File: config.mk
export PLATFORM = sky130hd
export DESIGN_NAME = demux_router
export DESIGN_NICKNAME = d
export VERILOG_FILES = /design/src/rtl/demux_router_pkg.sv /design/src/rtl/demux_router_slot.sv /design/src/rtl/demux_router.sv
export SDC_FILE = /design/constraint.sdc
export NUM_CORES = 1
export LEC_CHECK = 0
export CAP_MARGIN = 20
export CORE_MARGIN = 2
export CORE_UTILIZATION = 52
export DETAILED_ROUTE_END_ITERATION = 12
export PLACE_DENSITY = 0.89
export REMOVE_ABC_BUFFERS = 1
export SKIP_LAST_GASP = 1
export SYNTH_ARGS = -nofsm -noshare
export SYNTH_HDL_FRONTEND = slang
export SYNTH_SLANG_ARGS = --single-unit
File: constraint.sdc
create_clock -name clk -period 6.6 [get_ports clk]
set_input_delay 1.32 -clock clk [delete_from_list [all_inputs] [get_ports clk]]
set_output_delay 1.32 -clock clk [all_outputs]
set_load 0.01 [all_outputs]
File: src/rtl/demux_router_pkg.sv
// Default sizing constants shared by the demux router and its slots.
package demux_router_pkg;

    localparam int unsigned DEMUX_WIDTH  = 20;
    localparam int unsigned DEMUX_ADDR_W = 4;
    localparam int unsigned DEMUX_N_OUT  = 16;
    localparam int unsigned DEMUX_CNT_W  = 8;

endpackage

File: src/rtl/demux_router_slot.sv
// One-entry output register with valid/ready handshake; a load on the same edge
// as a drain wins, so a busy channel sustains one beat per cycle.
module demux_router_slot
    import demux_router_pkg::*;
#(
    parameter int unsigned WIDTH = DEMUX_WIDTH
) (
    input  logic             clk,
    input  logic             rst,
    input  logic             load,
    input  logic [WIDTH-1:0] load_data,
    output logic [WIDTH-1:0] out_data,
    output logic             out_valid,
    input  logic             out_ready,
    output logic             can_acc
);

    logic [WIDTH-1:0] data_q, data_d;
    logic             valid_q, valid_d;

    always_comb begin
        data_d  = data_q;
        valid_d = valid_q;
        if (load) begin
            data_d  = load_data;
            valid_d = 1'b1;
        end else if (out_ready) begin
            valid_d = 1'b0;
        end
    end

    always_ff @(posedge clk) begin
        if (rst) begin
            data_q  <= '0;
            valid_q <= 1'b0;
        end else begin
            data_q  <= data_d;
            valid_q <= valid_d;
        end
    end

    assign out_data  = data_q;
    assign out_valid = valid_q;
    assign can_acc   = !valid_q || out_ready;

endmodule

File: src/rtl/demux_router.sv
// Registered 1:N demultiplexer with per-channel backpressure, atomic broadcast
// and a saturating counter of beats dropped for an out-of-range address.
module demux_router
    import demux_router_pkg::*;
#(
    parameter int unsigned WIDTH  = DEMUX_WIDTH,
    parameter int unsigned ADDR_W = DEMUX_ADDR_W,
    parameter int unsigned N_OUT  = DEMUX_N_OUT,
    parameter int unsigned CNT_W  = DEMUX_CNT_W
) (
    input  logic                   clk,
    input  logic                   rst,
    input  logic [WIDTH-1:0]       in_data,
    input  logic [ADDR_W-1:0]      in_addr,
    input  logic                   in_bcast,
    input  logic                   in_valid,
    output logic                   in_ready,
    output logic [N_OUT*WIDTH-1:0] out_data,
    output logic [N_OUT-1:0]       out_valid,
    input  logic [N_OUT-1:0]       out_ready,
    output logic [CNT_W-1:0]       drop_cnt
);

    // One extra bit so N_OUT == 2**ADDR_W is representable.
    localparam logic [ADDR_W:0] NOutExt = N_OUT[ADDR_W:0];

    logic [N_OUT-1:0] can_acc;
    logic [N_OUT-1:0] addr_hit;
    logic [N_OUT-1:0] load;
    logic             addr_ok;
    logic             fire;
    logic             drop;
    logic [CNT_W-1:0] cnt_q, cnt_d;

    assign addr_ok = ({1'b0, in_addr} < NOutExt);

    always_comb begin
        addr_hit = '0;
        for (int i = 0; i < int'(N_OUT); i++) begin
            addr_hit[i] = (in_addr == ADDR_W'(i));
        end
    end

    // Depends only on state, address and mode, never on in_valid or in_data.
    always_comb begin
        in_ready = 1'b0;
        if (!rst) begin
            if (in_bcast) begin
                in_ready = &can_acc;
            end else if (addr_ok) begin
                in_ready = |(addr_hit & can_acc);
            end else begin
                in_ready = 1'b1;
            end
        end
    end

    assign fire = in_valid && in_ready;
    assign drop = fire && !in_bcast && !addr_ok;

    always_comb begin
        load = '0;
        if (fire) begin
            load = in_bcast ? '1 : addr_hit;
        end
    end

    always_comb begin
        cnt_d = cnt_q;
        if (drop && (cnt_q != '1)) begin
            cnt_d = cnt_q + 1'b1;
        end
    end

    always_ff @(posedge clk) begin
        if (rst) begin
            cnt_q <= '0;
        end else begin
            cnt_q <= cnt_d;
        end
    end

    assign drop_cnt = cnt_q;

    for (genvar g = 0; g < int'(N_OUT); g++) begin : g_slot
        demux_router_slot #(
            .WIDTH (WIDTH)
        ) u_slot (
            .clk       (clk),
            .rst       (rst),
            .load      (load[g]),
            .load_data (in_data),
            .out_data  (out_data[g*WIDTH +: WIDTH]),
            .out_valid (out_valid[g]),
            .out_ready (out_ready[g]),
            .can_acc   (can_acc[g])
        );
    end

endmodule

==> run_results.csv, run 1 <==
group,metric,value,unit
run_status,status,"complete, no violations",
finish,layout_commonest_cell,"clkdlybuf4s50_1",
routing,viasPerCell,5.29,
timing,fin_crit,5.69,ns
placed_design,dp_hpwl,26800,um
floorplanning,dieArea,28100,um^2
global_route,grt_usage,0.283,
job,maxCapViolCount,0,
timing,maxSlewViolCount,0,
synthesis,synth-xor-area-share,0,
power,p_seq_frac,0.417,
min_path,whs_endpoint,"g_slot[1].u_slot.out_data[14]$_SDFFE_PP0P_",
routing,wire_per_inst,21.1,um
cts,clk_pin_slew_worst_paths,0.06,ns
synthesis,syn_area_per_cell,11.0,um^2
routing,firstDrtPassIters,5,
min_path,worstHoldStart,"g_slot[1].u_slot.out_data[14]$_SDFFE_PP0P_",
routing,vias,10200,
placed_design,io_buffers,380,
global_route,grt_pass1_vias,10500,
finish,drive_above_1_share,0.0721,
synthesis,synthCells,1271,
finish,syn_to_final_growth,35.4,%
critical_path,r2r_end,"g_slot[3].u_slot.out_data[8]$_SDFFE_PP0P_",
cts,post_cts_buffers,0,
routing,drt_iter0_drc,510,
power,power_leakage,0.00841,uW
synthesis,synth_seq_area_share,0.482,
critical_path,critPathMaxStageDelay,0.88,ns
cts,numCtsBuffers,36,
finish,antennaDiodeCount,0,
power,cellPowerDensity,289,nW/um^2
power,clkPwrFrac,0.379,
timing,setup_tns,0,ns
critical_path,critPathMaxFanout,19,
global_route,grt_overflow,0,
synthesis,synthMuxAreaShare,0.230,
power,ir_drop,0.000224,V
critical_path,reg2reg_slack,3.50,ns
synthesis,synth_cell_types,42,
floorplanning,die_h,168,um
synthesis,synth_edf_count,0,
power,switchingPower,1490,uW
critical_path,slowest_stage,"o21ai_4",
global_route,grt_pass1_wl,61700,um
synthesis,syn_area,13900,um^2
critical_path,path_cells,"clkdlybuf4s50_1 -> and2_1 -> a32o_1 -> a22oi_2 -> o21ai_4 -> nor2_1 -> nor3_1 -> clkdlybuf4s50_1",
critical_path,reg2regPathDepth,6,
critical_path,crit_path_start_kind,"input pin",
timing,tightest_slew,1.17,ns
synthesis,synth_compound_area_frac,0.0481,
synthesis,async_flop_share,0,
floorplanning,placementRows,59,
timing,finalCritPeriodShare,0.862,
synthesis,synth_top_family_by_area,"multiplexers",
critical_path,rr_startpoint,"g_slot[4].u_slot.out_valid$_SDFFE_PP0P_",
cts,post_cts_resized,0,
timing,setup_viol,0,
synthesis,synth_warnings,0,
critical_path,arrival,4.37,ns
synthesis,synth-simple-area-share,0.175,
critical_path,critPathKind,"input pin to output pin",
placed_design,pre_cts_slack,0.915,ns
power,p_sw_frac,0.273,
routing,ant_nets,0,
cts,clockBufferDepth,3,
floorplanning,io_pins,389,
critical_path,worstPathRequired,5.28,ns
min_path,hold_path.class,"flop to flop",
cts,cts-hold-fix-buffers,0,
floorplanning,initial_core_util,0.532,
floorplanning,core,26200,um^2
power,p_int,3960,uW
cts,cts-root-buf,"clkbuf_16",
synthesis,synth_fa_ha_area_frac,0,
cts,cts_tree,"built",
timing,finClkSkew,0.0173,ns
routing,drc,0,
critical_path,crit_path_end_kind,"output pin",
placed_design,gp_congestion,0.774,
finish,nNetsFinal,1612,
timing,relSlewSlack,0.222,
synthesis,ys_seq_elements,336,
timing,max_freq,176,MHz
timing,rsz0062_at_grt,"false",
global_route,grt_max_degree,232,
floorplanning,die_x,168,um
routing,routed_wl,40600,um
cts,cts_sinks,336,
critical_path,path_delay_family,"buffers and inverters",
critical_path,cp_num_buf_inv,2,
timing,setup_ws,0.914,ns
global_route,antenna_found_initial,0,
cts,insertion_delay,0.52,ns
cts,htree_levels,2,
critical_path,crit_path_frequent_cell,"clkdlybuf4s50_1",
power,pwr-share-comb,0.205,
finish,mostFrequentLayoutCells,"clkdlybuf4s50_1, nand2b_1, dfxtp_1",
timing,finalHoldViolations,0,
synthesis,synth_ff_type,"dfxtp_1",
min_path,hold-path-cell-count,2,
[metal layers]
metal | GRT usage | share of wire
met1 | 0.344 | 0.41
met3 | 0.0846 | 0.076
met5 | 0 | 0
met4 | 0.136 | 0.047
met2 | 0.460 | 0.46
[cells in the mapped netlist, types with 2 or more instances]
master    count  area share
nand3b_1      2      0.0011
nor3_1        2     0.00072
clkbuf_1     82       0.022
inv_1         4      0.0011
a32o_1        2      0.0014
o211ai_2     15       0.013
buf_4        28       0.015
nand2_1      16      0.0043
nor2_1        6      0.0016
and2_1        3      0.0013
a22oi_1       2      0.0011
dfxtp_1     336        0.48
nand4_1       4      0.0018
mux2i_1     320        0.23
buf_2        13      0.0047
o32ai_2       2      0.0023
o211a_1       2      0.0014
o31ai_1       4      0.0022
nor2b_1       2     0.00090
o31ai_4       9       0.014
buf_6        25       0.020
a21oi_1      16      0.0057
nand2b_1    357        0.16
[final cells by class]
type                    instances  area, um^2
well taps                     335         419
inverters                       4        15.0
multi-input cells             789        6470
fillers                      1843        7320
repair buffers                401        4020
clock buffers                  48        1080
clock inverters                16         154
flip-flops and latches        336        6730
[cell families after synthesis]
logic type             count (synthesis)
AND/OR/NAND/NOR                      399
flip-flops                           336
multiplexers                         320
buffers and inverters                153
AO/OA/AOI/OAI                         62
other                                  1
[worst max path at each step]
stage / from / end / slack, ns / cells past startpoint
floorplan: out_ready[8] / in_ready / 2.31 / 6
global placement: in_addr[1] / in_ready / 0.93 / 8
detailed placement: in_addr[1] / in_ready / 0.92 / 8
CTS: in_addr[1] / in_ready / 0.92 / 8
global route: in_addr[1] / in_ready / 0.75 / 8
finish: in_addr[1] / in_ready / 0.91 / 8
[power by group through the flow]
| stage | clock [uW] | sequential, uW | combinational [uW] |
|---|---|---|---|
| finish | 2070 | 2270 | 1120 |
| global route | 2180 | 2290 | 1170 |
| CTS | 2090 | 2270 | 1120 |
| detailed placement | 0 | 2320 | 1110 |
| global placement | 0 | 2310 | 1090 |
| floorplan | 0 | 2380 | 463 |
[flip-flops by register name, indices dropped and copies added, names as in the netlist]
signal,count
g_slot.u_slot.out_data,320
g_slot.u_slot.out_valid,16
[worst min-delay path, stage by stage (launching register included)]
cell and delay (ns):
dfxtp_1 0.31, nand2b_1 0.06, mux2i_1 0.06
[stage by stage]
stage | hold WS [ns] | utilization | total power, uW | area (um^2) | instances
floorplan | 0.491 | - | 2850 | 13100 | 1129
global placement | 0.457 | 0.671 | 3400 | 17600 | 1863
detailed placement | 0.466 | 0.672 | 3420 | 17600 | 1864
CTS | 0.477 | 0.719 | 5490 | 18900 | 1928
global route | 0.492 | 0.721 | 5640 | 18900 | 1929
finish | 0.475 | 0.721 | 5460 | 18900 | 1929
Power figures use the tool's default switching activity.
==> inputs of run 2 (changes only) <==
Settings changed: CAP_MARGIN 20 to not set, GPL_ROUTABILITY_DRIVEN set to 0.
==> run 2 against run 1 <==
  * Core utilization down 0.20 points
  * Register-to-register slack about the same
  * Setup slack worse by 0.066 ns
  * Clock skew up 0.0019 ns
  * Global-route usage down 0.85 points
  * Clock power about the same
  * Wire length down 1.8%
  * Flip-flop and latch count unchanged
  * Critical path depth unchanged
  * Sequential power about the same
  * Combinational power about the same
  * Critical path type unchanged
  * Critical endpoint unchanged
  * Largest power group unchanged
==> run_results.csv, run 2 (same netlist as run 1, synthesis figures left out) <==
group,metric,value,unit
cts,clk_pin_slew_worst_paths,0.06,ns
floorplanning,die_h,168,um
global_route,grt.busiest_layer,"met2",
global_route,met2_usage,0.463,
global_route,grt_overflow,0,
timing,maxSlewViolCount,0,
cts,htree_levels,2,
critical_path,r2r_end,"g_slot[3].u_slot.out_data[10]$_SDFFE_PP0P_",
power,power_leakage,0.00837,uW
global_route,grt_usage,0.274,
routing,viasPerCell,5.36,
critical_path,arrival,4.43,ns
routing,routed_wl,39900,um
timing,finalHoldViolations,0,
critical_path,reg2regPathDepth,6,
critical_path,cp.depth,8,
floorplanning,core,26200,um^2
routing,firstDrtPassIters,5,
critical_path,critPathCapture,"in_ready",
cts,cts-root-buf,"clkbuf_16",
floorplanning,dieArea,28100,um^2
critical_path,critPathMaxStageDelay,0.87,ns
finish,instances_no_fill,1924,
floorplanning,die_x,168,um
critical_path,cp_num_buf_inv,2,
cts,cts_sinks,336,
power,cellPowerDensity,290,nW/um^2
routing,vias,10300,
global_route,gr-usage-met3,0.0794,
cts,clockBufferDepth,3,
critical_path,reg2reg_slack,3.49,ns
global_route,grt_pass1_vias,10500,
finish,layout_commonest_cell,"clkdlybuf4s50_1",
job,maxCapViolCount,0,
placed_design,io_buffers,380,
finish,largest_reg_flops,320,
global_route,grt_max_degree,156,
cts,insertion_delay,0.51,ns
critical_path,crit_path_start_kind,"input pin",
critical_path,crit_start,"in_addr[1]",
cts,cts_tree,"built",
timing,finClkSkew,0.0192,ns
cts,cts-hold-fix-buffers,0,
timing,setup_tns,0,ns
routing,drc,0,
timing,rsz0062_at_grt,"false",
timing,tightest_slew,1.15,ns
floorplanning,initial_core_util,0.532,
timing,setup_viol,0,
routing,ant_nets,0,
finish,syn_to_final_growth,35.0,%
global_route,grt_pass1_wl,60400,um
timing,relSlewSlack,0.228,
global_route,gr-usage-met1,0.329,
timing,fin_crit,5.75,ns
timing,finalCritPeriodShare,0.871,
cts,numCtsBuffers,36,
finish,drive_above_1_share,0.0673,
global_route,antenna_found_initial,0,
power,ir_drop,0.000209,V
finish,final_area,18800,um^2
critical_path,rr_startpoint,"g_slot[4].u_slot.out_valid$_SDFFE_PP0P_",
critical_path,worstPathRequired,5.28,ns
placed_design,pre_cts_slack,0.895,ns
finish,nNetsFinal,1611,
critical_path,crit_path_frequent_cell,"clkdlybuf4s50_1",
cts,post_cts_buffers,0,
critical_path,critPathMaxFanout,19,
timing,max_freq,174,MHz
critical_path,path_delay_family,"buffers and inverters",
routing,drt_iter0_drc,719,
timing,setup_ws,0.848,ns
finish,antennaDiodeCount,0,
floorplanning,placementRows,59,
critical_path,path_cells,"clkdlybuf4s50_1 -> and2_1 -> a32o_1 -> a22oi_2 -> o21ai_4 -> nor2_1 -> nor3_1 -> clkdlybuf4s50_1",
placed_design,dp_hpwl,26500,um
routing,wire_per_inst,20.7,um
critical_path,slowest_stage,"o21ai_4",
cts,post_cts_resized,0,
placed_design,dp.cells,1864,
placed_design,place_area,17600,um^2
finish,mostFrequentLayoutCells,"clkdlybuf4s50_1, nand2b_1, dfxtp_1",
floorplanning,io_pins,389,
finish,fin_util,0.719,
run_status,status,"complete, no violations",
min_path,hold_path.class,"flop to flop",
critical_path,critPathKind,"input pin to output pin",
critical_path,crit_path_end_kind,"output pin",
run 2: cell count changes in the layout (fill, tap and decap cells not counted), sizes merged:
cell / delta
bufinv: +2
clkinv: -7
buf: -1
clkinvlp: +2
clkbuf: -1
run 2: where the power goes:
part / leakage (uW) / internal (uW) / total (uW) / switching, uW
Combinational: 0.00505 / 540 / 1110 / 568
Clock: 0.000589 / 1260 / 2070 / 809
Sequential: 0.00273 / 2190 / 2280 / 87.5
Total: 0.00837 / 3990 / 5460 / 1460
run 2: worst register-to-register path, delay by kind of cell (launching register included):
| family | cells | cell delay, ns |
|---|---|---|
| flops | 1 | 0.33 |
| mux | 1 | 0.33 |
| simple gates | 1 | 0.17 |
| compound gates | 4 | 2.19 |
run 2: layer usage:
layer / vias up / routed length (um)
met5: - / 0
met4: 0 / 1580
met3: 107 / 3010
met2: 406 / 19000
met1: 5032 / 16300
li1: 4771 / -
run 2: final cells by class:
type	instances	area (um^2)
Inverter	4	15.0
Fill cell	1775	7380
Clock inverter	13	194
Timing Repair Buffer	400	3970
Sequential cell	336	6730
Clock buffer	47	1030
Multi-Input combinational cell	789	6470
Tap cell	335	419
run 2: worst min path at each step:
| stage | slack [ns] | depth (start not counted) | start | to |
|---|---|---|---|---|
| 2_1_floorplan | 0.49 | 2 | g_slot[13].u_slot.out_valid$_SDFFE_PP0P_ | g_slot[13].u_slot.out_valid$_SDFFE_PP0P_ |
| 3_3_place_gp | 0.46 | 2 | g_slot[3].u_slot.out_data[14]$_SDFFE_PP0P_ | g_slot[3].u_slot.out_data[14]$_SDFFE_PP0P_ |
| 3_5_place_dp | 0.46 | 2 | g_slot[8].u_slot.out_data[13]$_SDFFE_PP0P_ | g_slot[8].u_slot.out_data[13]$_SDFFE_PP0P_ |
| 4_1_cts | 0.48 | 2 | g_slot[3].u_slot.out_data[7]$_SDFFE_PP0P_ | g_slot[3].u_slot.out_data[7]$_SDFFE_PP0P_ |
| 5_1_grt | 0.49 | 2 | g_slot[7].u_slot.out_data[13]$_SDFFE_PP0P_ | g_slot[7].u_slot.out_data[13]$_SDFFE_PP0P_ |
| 6_report | 0.47 | 2 | g_slot[5].u_slot.out_data[7]$_SDFFE_PP0P_ | g_slot[5].u_slot.out_data[7]$_SDFFE_PP0P_ |
run 2: metrics by stage:
| step | hold WS, ns | power, uW |
|---|---|---|
| 4_1_cts | 0.476 | 5480 |
| 6_report | 0.473 | 5460 |
| 5_1_grt | 0.492 | 5630 |
| 3_5_place_dp | 0.465 | 3420 |
| 2_1_floorplan | 0.491 | 2850 |
| 3_3_place_gp | 0.457 | 3390 |
==> inputs of run 3 (changes only) <==
Settings changed: CORE_UTILIZATION 52 to 48, PLACE_DENSITY 0.89 to 0.83.
Clock period 6.6 ns to 6 ns, I/O delays scaled along.
==> run 3 against run 2 <==
  * Flip-flop and latch count unchanged
  * Total power increased by 12%
  * Non-clock buffer count unchanged
  * Setup slack lost 0.22 ns
  * Core utilization down 5.6 points
  * Clock skew decreased by 0.0019 ns
  * First-iteration DRC count fell by 8.1%
  * Register-to-register slack got worse by 0.48 ns
  * Hold slack improved by 0.00086 ns
  * Sequential share of layout area decreased by 0.23 points
  * Sequential power up 9.6%
  * Via count shrank 1.3%
==> run_results.csv, run 3 (same netlist as run 1, synthesis figures left out) <==
group,metric,value,unit
placed_design,dp.cells,1913,
cts,htree_levels,2,
power,clkPwrFrac,0.390,
finish,instances_no_fill,1979,
global_route,grt_overflow,0,
floorplanning,dieArea,30400,um^2
timing,setup_tns,0,ns
power,ir_drop,0.000217,V
floorplanning,die_h,174,um
critical_path,critPathKind,"input pin to output pin",
cts,insertion_delay,0.51,ns
critical_path,critPathMaxFanout,19,
global_route,grt.busiest_layer,"met2",
cts,clockBufferDepth,3,
finish,nFillCells,2166,
run_status,status,"complete, no violations",
finish,layout_commonest_cell,"clkdlybuf4s50_1",
placed_design,io_buffers,380,
routing,viasPerCell,5.14,
power,switchingPower,1640,uW
critical_path,worstPathRequired,4.80,ns
cts,cts_tree,"built",
cts,post_cts_resized,0,
timing,relSlewSlack,0.196,
timing,setup_viol,0,
routing,drc,0,
cts,cts-hold-fix-buffers,0,
routing,routed_wl,40500,um
routing,wire_per_inst,20.5,um
global_route,grt_max_degree,190,
routing,firstDrtPassIters,5,
global_route,met2_usage,0.435,
finish,drive_above_1_share,0.0696,
timing,hold_slack,0.474,ns
min_path,hold_path.class,"flop to flop",
floorplanning,core,28600,um^2
critical_path,arrival,4.18,ns
power,power_leakage,0.00842,uW
timing,finClkSkew,0.0173,ns
routing,drt_iter0_drc,661,
global_route,grt_usage,0.263,
power,p_sw_frac,0.268,
finish,antennaDiodeCount,0,
floorplanning,io_pins,389,
placed_design,dp_hpwl,26500,um
job,maxCapViolCount,0,
power,cellPowerDensity,322,nW/um^2
timing,rsz0062_at_grt,"false",
timing,maxSlewViolCount,0,
critical_path,crit_path_end_kind,"output pin",
global_route,gr-usage-met3,0.0720,
global_route,antenna_found_initial,0,
global_route,grt_pass1_vias,10500,
finish,largest_reg_flops,320,
cts,cts-root-buf,"clkbuf_16",
routing,ant_nets,0,
global_route,gr-usage-met1,0.329,
finish,mostFrequentLayoutCells,"clkdlybuf4s50_1, nand2b_1, dfxtp_1",
cts,post_cts_buffers,0,
power,p_int,4470,uW
power,pwr-share-comb,0.200,
timing,tightest_slew,1.20,ns
finish,nNetsFinal,1611,
floorplanning,initial_core_util,0.487,
floorplanning,die_x,174,um
cts,clk_pin_slew_worst_paths,0.06,ns
critical_path,crit_path_start_kind,"input pin",
cts,numCtsBuffers,36,
routing,vias,10200,
timing,fin_crit,5.38,ns
floorplanning,placementRows,62,
finish,syn_to_final_growth,35.9,%
global_route,grt_pass1_wl,62200,um
cts,cts_sinks,336,
timing,finalCritPeriodShare,0.896,
timing,finalHoldViolations,0,
power,p_seq_frac,0.410,
timing,max_freq,186,MHz
[run 3: changes by cell type in the layout (fill, tap and decap cells not counted)]
cell	delta
clkbuf_8	+2
clkinv_2	+4
clkinvlp_4	-4
a32o_1	-1
a32o_2	+1
bufinv_16	+1
clkbuf_1	+3
[run 3: power groups by stage]
stage                     logic [uW]  clock network (uW)  registers [uW]
final                           1220                2380            2500
after global routing            1290                2520            2520
after CTS                       1230                2410            2500
after detailed placement        1220                   0            2550
after global placement          1210                   0            2540
after floorplan                  509                   0            2620
[run 3: worst max-delay path: stages]
cell and delay [ns]:
clkdlybuf4s50_1 0.75, and2_1 0.33, a221o_1 0.19, a32o_2 0.81, nor2_1 0.08, nor3_1 0.24, clkdlybuf4s50_1 0.57
[run 3: cell type report]
class,count,area [um^2],share of cell area
flip-flops and latches,336,6730,0.355
multi-input cells,789,6470,0.342
repair buffers,400,3970,0.209
clock buffers,52,1070,0.0566
well taps,384,480,0.0254
clock inverters,14,214,0.0113
inverters,4,15.0,0.000792
[run 3: path summary, 6_finish.rpt]
kind | start | to | slack, ns | cells past startpoint
worst max-delay path | in_addr[1] | in_ready | 0.62 | 7
worst min register to register | g_slot[10].u_slot.out_data[6]$_SDFFE_PP0P_ | g_slot[10].u_slot.out_data[6]$_SDFFE_PP0P_ | 0.47 | 2
worst min-delay path | g_slot[10].u_slot.out_data[6]$_SDFFE_PP0P_ | g_slot[10].u_slot.out_data[6]$_SDFFE_PP0P_ | 0.47 | 2
worst max register to register | g_slot[4].u_slot.out_valid$_SDFFE_PP0P_ | g_slot[14].u_slot.out_data[5]$_SDFFE_PP0P_ | 3.01 | 8
[run 3: through the flow]
step	setup slack, ns	total power, uW	util	area (um^2)
after global routing	0.463	6320	0.662	19000
after CTS	0.670	6140	0.662	19000
after detailed placement	0.680	3770	0.617	17700
after global placement	0.795	3750	0.617	17700
after floorplan	1.89	3130	-	13100
final	0.624	6100	0.662	19000
[run 3: routing by layer]
layer	share of wire	routed length, um
met1	0.43	17400
met2	0.47	18800
met3	0.075	3030
met4	0.032	1290
met5	0	0
